File: src/rtl/bmc_pkg.sv
// Shared types for the BMC frame sequencer: block width, FSM state encodings and the decoded beat.
package bmc_pkg;

    localparam int BLOCK_W = 24;

    typedef enum logic {
        HUNT,
        COLLECT
    } rx_state_t;

    typedef enum logic {
        ISSUE_IDLE,
        WAIT_DEC
    } iss_state_t;

    typedef struct packed {
        logic [BLOCK_W-1:0] data;
        logic               last;
    } dec_beat_t;

    localparam int BEAT_W = $bits(dec_beat_t);

endpackage

File: src/rtl/bmc_beat_fifo.sv
// Two-entry beat buffer; a push into a full buffer is accepted only when a pop frees a slot that cycle.
module bmc_beat_fifo
    import bmc_pkg::*;
(
    input  logic              clk,
    input  logic              rst_n,
    input  logic              push,
    input  logic [BEAT_W-1:0] din,
    input  logic              pop,
    output logic [BEAT_W-1:0] dout,
    output logic              full,
    output logic              empty
);

    dec_beat_t   mem [2];
    logic        wr_ptr;
    logic        rd_ptr;
    logic [1:0]  count;
    logic        pop_en;
    logic        push_en;

    assign full    = (count == 2'd2);
    assign empty   = (count == 2'd0);
    assign pop_en  = pop && !empty;
    assign push_en = push && (!full || pop_en);
    assign dout    = mem[rd_ptr];

    always_ff @(posedge clk or negedge rst_n) begin
        if (!rst_n) begin
            mem[0] <= '0;
            mem[1] <= '0;
            wr_ptr <= 1'b0;
            rd_ptr <= 1'b0;
            count  <= '0;
        end else begin
            if (push_en) begin
                mem[wr_ptr] <= dec_beat_t'(din);
                wr_ptr      <= ~wr_ptr;
            end
            if (pop_en) begin
                rd_ptr <= ~rd_ptr;
            end
            case ({push_en, pop_en})
                2'b10:   count <= count + 2'd1;
                2'b01:   count <= count - 2'd1;
                default: count <= count;
            endcase
        end
    end

endmodule

File: src/rtl/bmc_frame_sequencer.sv
// Hunts a half-bit stream for the sync preamble, packs blocks, issues them to bmc_decoder one at a
// time and buffers the decoded beats for the consumer, flagging overrun and decoder-timeout faults.
module bmc_frame_sequencer
    import bmc_pkg::*;
#(
    parameter logic [7:0] SYNC_PAT    = 8'hE8,
    parameter int         BLK_PER_FRM = 4,
    parameter int         DEC_TIMEOUT = 64
) (
    input  logic        clk,
    input  logic        rst_n,
    input  logic        hb_in,
    input  logic        hb_valid,
    output logic [23:0] dec_i_block,
    output logic        dec_valid_in,
    input  logic [23:0] dec_o_block,
    input  logic        dec_valid_out,
    output logic [23:0] m_data,
    output logic        m_valid,
    input  logic        m_ready,
    output logic        m_last,
    output logic        locked,
    output logic        err_overrun,
    output logic        err_timeout,
    output logic [15:0] frame_count
);

    localparam int BCNT_W = (BLK_PER_FRM > 1) ? $clog2(BLK_PER_FRM) : 1;
    localparam int HCNT_W = $clog2(BLOCK_W);
    localparam int TMO_W  = $clog2(DEC_TIMEOUT + 1);

    localparam logic [BCNT_W-1:0] LAST_IDX = BCNT_W'(BLK_PER_FRM - 1);
    localparam logic [HCNT_W-1:0] HB_LAST  = HCNT_W'(BLOCK_W - 1);
    localparam logic [TMO_W-1:0]  TMO_MAX  = TMO_W'(DEC_TIMEOUT - 1);

    rx_state_t          rx_state;
    iss_state_t         iss_state;
    logic [6:0]         hunt_hist;
    logic [BLOCK_W-2:0] sreg;
    logic [HCNT_W-1:0]  hb_cnt;
    logic [BCNT_W-1:0]  blk_cnt;
    logic [BLOCK_W-1:0] stage;
    logic               stage_vld;
    logic               stage_last;
    logic [BLOCK_W-1:0] hold;
    logic               hold_last;
    logic               hold_full;
    logic               cur_last;
    logic [TMO_W-1:0]   tmo;

    logic [7:0]         hunt_nxt;
    logic [BLOCK_W-1:0] sreg_nxt;
    logic               lock_now;
    logic               issue;
    logic               hold_drop;
    logic               push_req;
    logic               pop;
    logic               push_ok;
    logic               tmo_hit;
    logic               last_end;

    dec_beat_t          push_beat;
    dec_beat_t          head;
    logic [BEAT_W-1:0]  head_raw;
    logic               fifo_full;
    logic               fifo_empty;

    assign hunt_nxt  = {hunt_hist, hb_in};
    assign sreg_nxt  = {sreg, hb_in};
    assign lock_now  = (rx_state == HUNT) && hb_valid && (hunt_nxt == SYNC_PAT);
    assign issue     = (iss_state == ISSUE_IDLE) && hold_full;
    assign hold_drop = stage_vld && hold_full && !issue;
    assign push_req  = (iss_state == WAIT_DEC) && dec_valid_out;
    assign pop       = m_valid && m_ready;
    assign push_ok   = push_req && (!fifo_full || pop);
    assign tmo_hit   = (iss_state == WAIT_DEC) && !dec_valid_out && (tmo == TMO_MAX);
    // The frame ends when its last block reaches the buffer, or is lost on the way there.
    assign last_end  = (hold_drop && stage_last) || (push_req && cur_last);

    always_comb begin
        push_beat      = '0;
        push_beat.data = dec_o_block;
        push_beat.last = cur_last;
    end

    assign head    = dec_beat_t'(head_raw);
    assign m_valid = !fifo_empty;
    assign m_data  = head.data;
    assign m_last  = head.last;

    bmc_beat_fifo u_beat_fifo (
        .clk   (clk),
        .rst_n (rst_n),
        .push  (push_ok),
        .din   (push_beat),
        .pop   (pop),
        .dout  (head_raw),
        .full  (fifo_full),
        .empty (fifo_empty)
    );

    always_ff @(posedge clk or negedge rst_n) begin
        if (!rst_n) begin
            rx_state     <= HUNT;
            iss_state    <= ISSUE_IDLE;
            hunt_hist    <= '0;
            sreg         <= '0;
            hb_cnt       <= '0;
            blk_cnt      <= '0;
            stage        <= '0;
            stage_vld    <= 1'b0;
            stage_last   <= 1'b0;
            hold         <= '0;
            hold_last    <= 1'b0;
            hold_full    <= 1'b0;
            cur_last     <= 1'b0;
            tmo          <= '0;
            dec_i_block  <= '0;
            dec_valid_in <= 1'b0;
            locked       <= 1'b0;
            err_overrun  <= 1'b0;
            err_timeout  <= 1'b0;
            frame_count  <= '0;
        end else begin
            dec_valid_in <= 1'b0;
            stage_vld    <= 1'b0;

            case (rx_state)
                HUNT: begin
                    if (hb_valid) begin
                        hunt_hist <= hunt_nxt[6:0];
                        if (hunt_nxt == SYNC_PAT) begin
                            rx_state  <= COLLECT;
                            hunt_hist <= '0;
                            hb_cnt    <= '0;
                            blk_cnt   <= '0;
                        end
                    end
                end
                COLLECT: begin
                    if (hb_valid) begin
                        sreg <= sreg_nxt[BLOCK_W-2:0];
                        if (hb_cnt == HB_LAST) begin
                            hb_cnt     <= '0;
                            stage      <= sreg_nxt;
                            stage_vld  <= 1'b1;
                            stage_last <= (blk_cnt == LAST_IDX);
                            if (blk_cnt == LAST_IDX) begin
                                rx_state <= HUNT;
                                blk_cnt  <= '0;
                            end else begin
                                blk_cnt <= blk_cnt + 1'b1;
                            end
                        end else begin
                            hb_cnt <= hb_cnt + 1'b1;
                        end
                    end
                end
                default: rx_state <= HUNT;
            endcase

            // A block staged while the hold register is still occupied is lost.
            if (issue) begin
                hold_full <= 1'b0;
            end
            if (stage_vld) begin
                if (hold_drop) begin
                    err_overrun <= 1'b1;
                end else begin
                    hold      <= stage;
                    hold_last <= stage_last;
                    hold_full <= 1'b1;
                end
            end

            case (iss_state)
                ISSUE_IDLE: begin
                    if (hold_full) begin
                        dec_i_block  <= hold;
                        dec_valid_in <= 1'b1;
                        cur_last     <= hold_last;
                        tmo          <= '0;
                        iss_state    <= WAIT_DEC;
                    end
                end
                WAIT_DEC: begin
                    if (dec_valid_out) begin
                        iss_state <= ISSUE_IDLE;
                        if (push_ok) begin
                            if (cur_last) begin
                                frame_count <= frame_count + 16'd1;
                            end
                        end else begin
                            err_overrun <= 1'b1;
                        end
                    end else if (!tmo_hit) begin
                        tmo <= tmo + 1'b1;
                    end
                end
                default: iss_state <= ISSUE_IDLE;
            endcase

            if (lock_now) begin
                locked <= 1'b1;
            end else if (last_end && (rx_state == HUNT)) begin
                locked <= 1'b0;
            end

            if (tmo_hit) begin
                err_timeout <= 1'b1;
                locked      <= 1'b0;
                rx_state    <= HUNT;
                iss_state   <= ISSUE_IDLE;
                hunt_hist   <= '0;
                sreg        <= '0;
                hb_cnt      <= '0;
                blk_cnt     <= '0;
                stage_vld   <= 1'b0;
                hold_full   <= 1'b0;
            end
        end
    end

endmodule

File: config.mk
export PLATFORM = sky130hd
export DESIGN_NAME = bmc_frame_sequencer
export DESIGN_NICKNAME = d
export VERILOG_FILES = /design/src/rtl/bmc_pkg.sv /design/src/rtl/bmc_beat_fifo.sv /design/src/rtl/bmc_frame_sequencer.sv
export SDC_FILE = /design/constraint.sdc
export NUM_CORES = 1
export LEC_CHECK = 0
export ABC_AREA = 1
export CAP_MARGIN = 40
export CORE_ASPECT_RATIO = 1.25
export CORE_MARGIN = 2
export CORE_UTILIZATION = 33
export DETAILED_ROUTE_END_ITERATION = 6
export PLACE_DENSITY = 0.64
export SYNTH_ARGS = -nofsm -noshare
export SYNTH_HDL_FRONTEND = slang
export SYNTH_HIERARCHICAL = 1
export SYNTH_SLANG_ARGS = --single-unit
File: constraint.sdc
create_clock -name clk -period 2.25 [get_ports clk]
set_input_delay 0.45 -clock clk [delete_from_list [all_inputs] [get_ports clk]]
set_output_delay 0.45 -clock clk [all_outputs]
set_load 0.01 [all_outputs]
== Word level (Yosys, flattened, before mapping) ==
Cells that the tools add are included.
Cells by class
  equal/unequal tests: 15
  reduce and logical (&&, ||, !) cells: 37
  bitwise gates (word level): 7
  $lt $le $gt $ge: 3
  mux-type cells: 59
  $add $sub $neg: 6
Operators by type and width (count)
  $mux 25: 4
  $mux 23: 3
  $bwmux 50: 1
  $mux 7: 7
  $mux 1: 26
  $demux 25 s1: 1
  $mux 5: 5
  $add 16x1->16 const B: 1
  $logic_and 1x1->1: 16
  $pmux 7 s2: 1
  $mux 2: 6
  $pmux 5 s2: 1
  $reduce_and 3->1: 3
  $eq 8x8->1 const B: 1
  $pmux 2 s2: 2
  $reduce_and 2->1: 4
  $reduce_and 4->1: 2
  $add 7x1->7 const B: 1
  $eq 7x6->1 const B: 1
  $eq 2x2->1 const B: 3
  $ne 2x2->1 const B: 3
  $ne 3x2->1 const B: 2
  $reduce_bool 2->1: 3
  $add 5x1->5 const B: 1
  other kinds (16): 29
Storage, ports and cells
  register bits after elaboration: 197
  bits of input ports: 30
  logic and storage cells: 154
  output and inout port bits: 70

== Logic depth before layout (Yosys ltp) ==
Gate-level depths: netlist (run 1).
  depth after elaboration: 10
  gate-level depth with buffers: 12
  gate-level depth less buffers: 11

== Modules after synthesis ==
The synthesis (run 1) kept the hierarchy.
By module, submodules not included
  bmc_frame_sequencer: seq. area each 3578.4 sq um, instances 1, cells each 683, area an instance 6013.3 sq um
  bmc_beat_fifo: seq. area each 1351.3 sq um, instances 1, cells each 329, area an instance 2613.8 sq um

== Least setup slack after synthesis (run 1) ==
OpenSTA, ideal clock, no wires.
  kind: register to register
  from: register u_beat_fifo.count[0]
  to: register u_beat_fifo.count[1]
  setup slack: 0.460 ns
  library setup time: 0.117 ns
  arrival time: 1.673 ns
  stages on the path, launching flop included: 11
  cell sequence: dfrtp_1 -> nor2_1 -> nor2_1 -> nor2_1 -> nor2_1 -> buf_2 -> nand2_1 -> ha_1 -> or2_2 -> nand4_1 -> nand2_1
Between the ends
  word-level cells in the longest chain between the ends: 8
Ends and longest elaborated chain
  from (decl): line bmc_beat_fifo.sv:18  | logic [1:0] count;
  from (signal assigned): line bmc_beat_fifo.sv:44  | 2'b10: count <= count + 2'd1;
  from (signal assigned): line bmc_beat_fifo.sv:45  | 2'b01: count <= count - 2'd1;
  from (signal assigned): line bmc_beat_fifo.sv:46  | default: count <= count;
  $logic_not 2->1 (*): line bmc_beat_fifo.sv:23  | assign empty = (count == 2'd0);
  via fifo_empty: line bmc_frame_sequencer.sv:66  | logic fifo_empty;
  $logic_not 1->1 (*): line bmc_frame_sequencer.sv:87  | assign m_valid = !fifo_empty;
  $logic_and 1x1->1 (*): line bmc_frame_sequencer.sv:74  | assign pop = m_valid && m_ready;
  via pop: line bmc_frame_sequencer.sv:57  | logic pop;
  $logic_or 1x1->1 (*): line bmc_frame_sequencer.sv:75  | assign push_ok = push_req && (!fifo_full || pop);
  $logic_and 1x1->1 (*): line bmc_frame_sequencer.sv:75
  via push_ok: line bmc_frame_sequencer.sv:58  | logic push_ok;
  $logic_and 1x1->1 (*): line bmc_beat_fifo.sv:25  | assign push_en = push && (!full || pop_en);
  $eq 2x1->1 or $eq 2x2->1 (tied branches): line bmc_beat_fifo.sv:43  | case ({push_en, pop_en})
  $pmux 2 s2 or $reduce_bool 2->1 (tied branches)
Mark *: on every way through the listed nets, which the timed path passes. The rest lies on a longest branch.
A chain may end at the register's enable or synchronous reset.

== Worst setup path in the final report (run 1) ==
  from: register u_beat_fifo.rd_ptr
  to: output port m_data[10]
Between the ends
  word-level cells in the longest chain between the ends: 4
Ends and longest elaborated chain
  from (decl): line bmc_beat_fifo.sv:17  | logic rd_ptr;
  from (signal assigned): line bmc_beat_fifo.sv:41  | rd_ptr <= ~rd_ptr;
  $not 1->2 (implied by the code): line bmc_beat_fifo.sv:26  | assign dout = mem[rd_ptr];
  $mux 25 (implied by the code) (3 in a row): line bmc_beat_fifo.sv:26
  to (decl): line bmc_frame_sequencer.sv:18  | output logic [23:0] m_data,
No other way between the ends. The select of a mux whose other input is x is not followed.

==> results of run 1 <==
-- through the flow --
step / setup slack [ns] / std cells / util [%] / instance area (µm²)
floorplan: 0.460 / 1012 / - / 8630
global placement: 0.00859 / 1427 / 39.1 / 10100
detailed placement: -0.0284 / 1427 / 39.1 / 10100
CTS: 0.00177 / 1459 / 41.3 / 10700
global route: -0.0700 / 1459 / 41.3 / 10700
finish: 0.00905 / 1459 / 41.3 / 10700
-- routing by layer --
metal  part of all wire [%]  track usage, %  wire [µm]  vias up
met5                      0               0          0        -
met4                    1.6            4.38        304        0
met3                    4.4            2.64        822       23
met2                     50            24.4       9370      124
met1                     44            18.3       8290     3204
li1                       -               -          -     3400
-- power breakdown --
| part | leakage, nW | internal [mW] | switching, mW |
|---|---|---|---|
| registers | 2.51 | 4.54 | 0.632 |
| clock network | 0.284 | 1.50 | 1.45 |
| logic | 2.67 | 1.27 | 1.67 |
-- worst max-delay path: stages (launching register included) --
cell and delay, ns:
dfrtp_1 0.39, clkinv_1 0.08, buf_12 0.17, nand2_1 0.06
nand2_1 0.10, clkdlybuf4s50_1 0.55
-- synthesized netlist by cell type, types with 2 or more instances --
cell type,count
nor2_4,3
clkbuf_1,20
dfrtp_1,197
xor2_1,9
inv_2,3
buf_2,21
nor3_1,2
xnor2_1,4
nand3_4,3
buf_6,3
a21oi_1,7
nand2_1,426
nor2_2,4
nand3_1,41
o21ai_1,2
buf_4,2
o21ai_0,73
nand2_2,4
ha_1,5
inv_1,74
nand4_1,59
xor2_2,2
nor2_1,35
or2_2,5
-- cells by family after synthesis --
family	count (synthesis)	synth area share, %
AOI/OAI and AO/OA	85	5.12
xor gates and xnor gates	15	1.70
adders and majority gates	5	0.725
buffers and inverters	125	6.09
DFF	197	57.1
and+or+nand+nor	585	29.2
-- layout by cell type, fill, tap and decap left out, types with 2 or more instances in the layout --
master / n
dlymetal6s2s_1: 5
nor2_2: 4
o21ai_1: 2
inv_8: 3
ha_1: 5
nor3_1: 2
nor2_4: 4
inv_1: 74
nand4_1: 59
inv_6: 7
clkbuf_8: 2
inv_2: 3
xor2_1: 9
a21oi_1: 7
nor2_1: 34
xor2_2: 2
clkinv_8: 2
nand2_1: 426
nand3_4: 3
buf_4: 14
nand2_2: 4
nand3_1: 41
xnor2_1: 4
or2_2: 5
dlygate4sd2_1: 4
clkdlybuf4s50_1: 89
o21ai_0: 73
dfrtp_1: 197
clkbuf_16: 17
buf_12: 8
-- area by class of cell --
class	count	area [µm²]	share of cell area, %
Timing Repair Buffer	123	1290	12.1
Tap cell	340	425	3.98
Inverter	78	293	2.74
Clock inverter	13	133	1.24
Multi-Input combinational cell	690	3180	29.7
Clock buffer	18	439	4.11
Sequential cell	197	4930	46.1
-- how the worst max path moves through the flow --
stage	from	to	slack (ns)	depth (start not counted)
after floorplan	u_beat_fifo/count[0]$_DFFE_PN0P_	u_beat_fifo/count[1]$_DFFE_PN0P_	0.46	10
after global placement	m_ready	u_beat_fifo/mem[34]$_DFFE_PN0P_	0.009	9
after detailed placement	m_ready	u_beat_fifo/mem[38]$_DFFE_PN0P_	-0.03	9
after CTS	u_beat_fifo/rd_ptr$_DFFE_PN0P_	m_data[10]	0.002	5
after global routing	u_beat_fifo/rd_ptr$_DFFE_PN0P_	m_data[10]	-0.07	4
final	u_beat_fifo/rd_ptr$_DFFE_PN0P_	m_data[10]	0.009	5
-- timing repair --
item | in CTS | in global routing
endpoints found under the hold margin | 44 | 0
endpoints found under the setup margin | 23 | 21
hold buffers | 1 | 0
pin swaps | 0 | 0
gates cloned | 0 | 0
resized for setup | 5 | 5
-- state kept, by name, summed over array words and instances, names as in the netlist, 2 cells and up --
name	count
tmo	7
hold	24
hunt_hist	7
frame_count	16
stage	24
sreg	23
u_beat_fifo/count	2
u_beat_fifo/mem	50
hb_cnt	5
dec_i_block	24
blk_cnt	2
==> results.tsv, run 1 <==
metric	value	unit
overall global routing resource usage	14.2	%
total chip power	11.1	mW
hold slack	0.470	ns
Final #Nets	1142	
row count	66	
via density per instance	4.63	
Synth Register Bits	197	
fillers	2560	
Worst Tran Pin Value	0.426	ns
final WL	18.8	mm
Post-synth ARST share	100	%
clock net sink count	197	
Setup Crit Path Kind	reg2out	
Synth top area share	57.1	%
Slew Viols, Final	0	
DIE AREA	27500	µm²
hold path cells	2	
Hold Path End	dec_i_block[21]$_DFFE_PN0P_	
Area Growth Syn to Fin	23.9	%
Mapped Nets	1047	
Port Buffers	99	
number of global-route vias before repair	6349	
Startpoint Class	flop	
TNS Setup	0	ns
Initial Utilization	33.4	%
core area	25800	µm²
clock insertion delay at the later pin of the skew report	0.43	ns
hold crit path type	reg2reg	
Slew headroom	71.6	%
worst reg-to-reg setup slack	0.39	ns
CP Max Fanout	26	
Worst Path Required	1.80	ns
via count	6751	
EDFF count, synth	0	
IO Count	100	
setup bufs post-CTS	0	
die height	185	µm
R2R Path End	u_beat_fifo/mem[5]$_DFFE_PN0P_	
TritonCTS clock tree	done	
synthesized area per cell	8.52	µm²
Crit. End Element	primary output	
hpwl dp	12.7	mm
Seq/Total Area, Yosys	57.1	%
first-pass GRT wire length	31.5	mm
H-Tree Depth	4	
drt drc	0	
VDD IR max	467	µV
Max clock buf depth	2	
Placer Congestion	0.796	
Inserted Clock Buffers	17	
die width	149	µm
total gr overflow	0	
Max Fclk	446	MHz
final hold vios	0	
Area contributors post-synth	dfrtp_1, nand2_1, nand4_1, o21ai_0, inv_1	
Final ANT Viol Nets	0	
status	completed	
post-synthesis cell area	8630	µm²
fraction of layout cells with a size suffix above 1	7.42	%
Tmin final	2.24	ns
Reg clk slew, reported paths	0.07	ns
Detailed Route Iter0 Violations	376	
clk root buf	clkbuf_16	
Critical R2R Launch	u_beat_fifo/count[0]$_DFFE_PN0P_	
Max-cap violations	0	
initial antenna violation count	0	
leading area contributor after synthesis	dfrtp_1	
diodes inserted	0	
unrepaired setup endpoints after global routing	yes	
routed len/inst	12.9	µm
R2R depth	8	
post-synth cell types	32	
main flop type after synthesis	dfrtp_1	
LEAKAGE	5.46	nW
hold path startpoint	hold[21]$_DFFE_PN0P_	
Pre-Repair DR Iteration Count	5	
Final Setup Violations	0	
PwrDens	1040	nW/µm²
worst clock skew	0.0103	ns
fin crit share	99.6	%
Ys Warns	6	
Cells after Synth	1012	
largest net degree at the start of global routing	53	
arrival time at the worst endpoint	1.79	ns
Note: power is estimated with default switching activity, not from simulation.
==> run 2: changes to the inputs <==
--- a/config.mk
+++ b/config.mk
@@ -12,6 +12,7 @@
 export CORE_UTILIZATION = 33
 export DETAILED_ROUTE_END_ITERATION = 6
 export PLACE_DENSITY = 0.64
+export SLEW_MARGIN = 20
 export SYNTH_ARGS = -nofsm -noshare
 export SYNTH_HDL_FRONTEND = slang
 export SYNTH_HIERARCHICAL = 1
==> results of run 2 <==
Same layout as run 1: the final DEF is identical, and so are final timing and power.
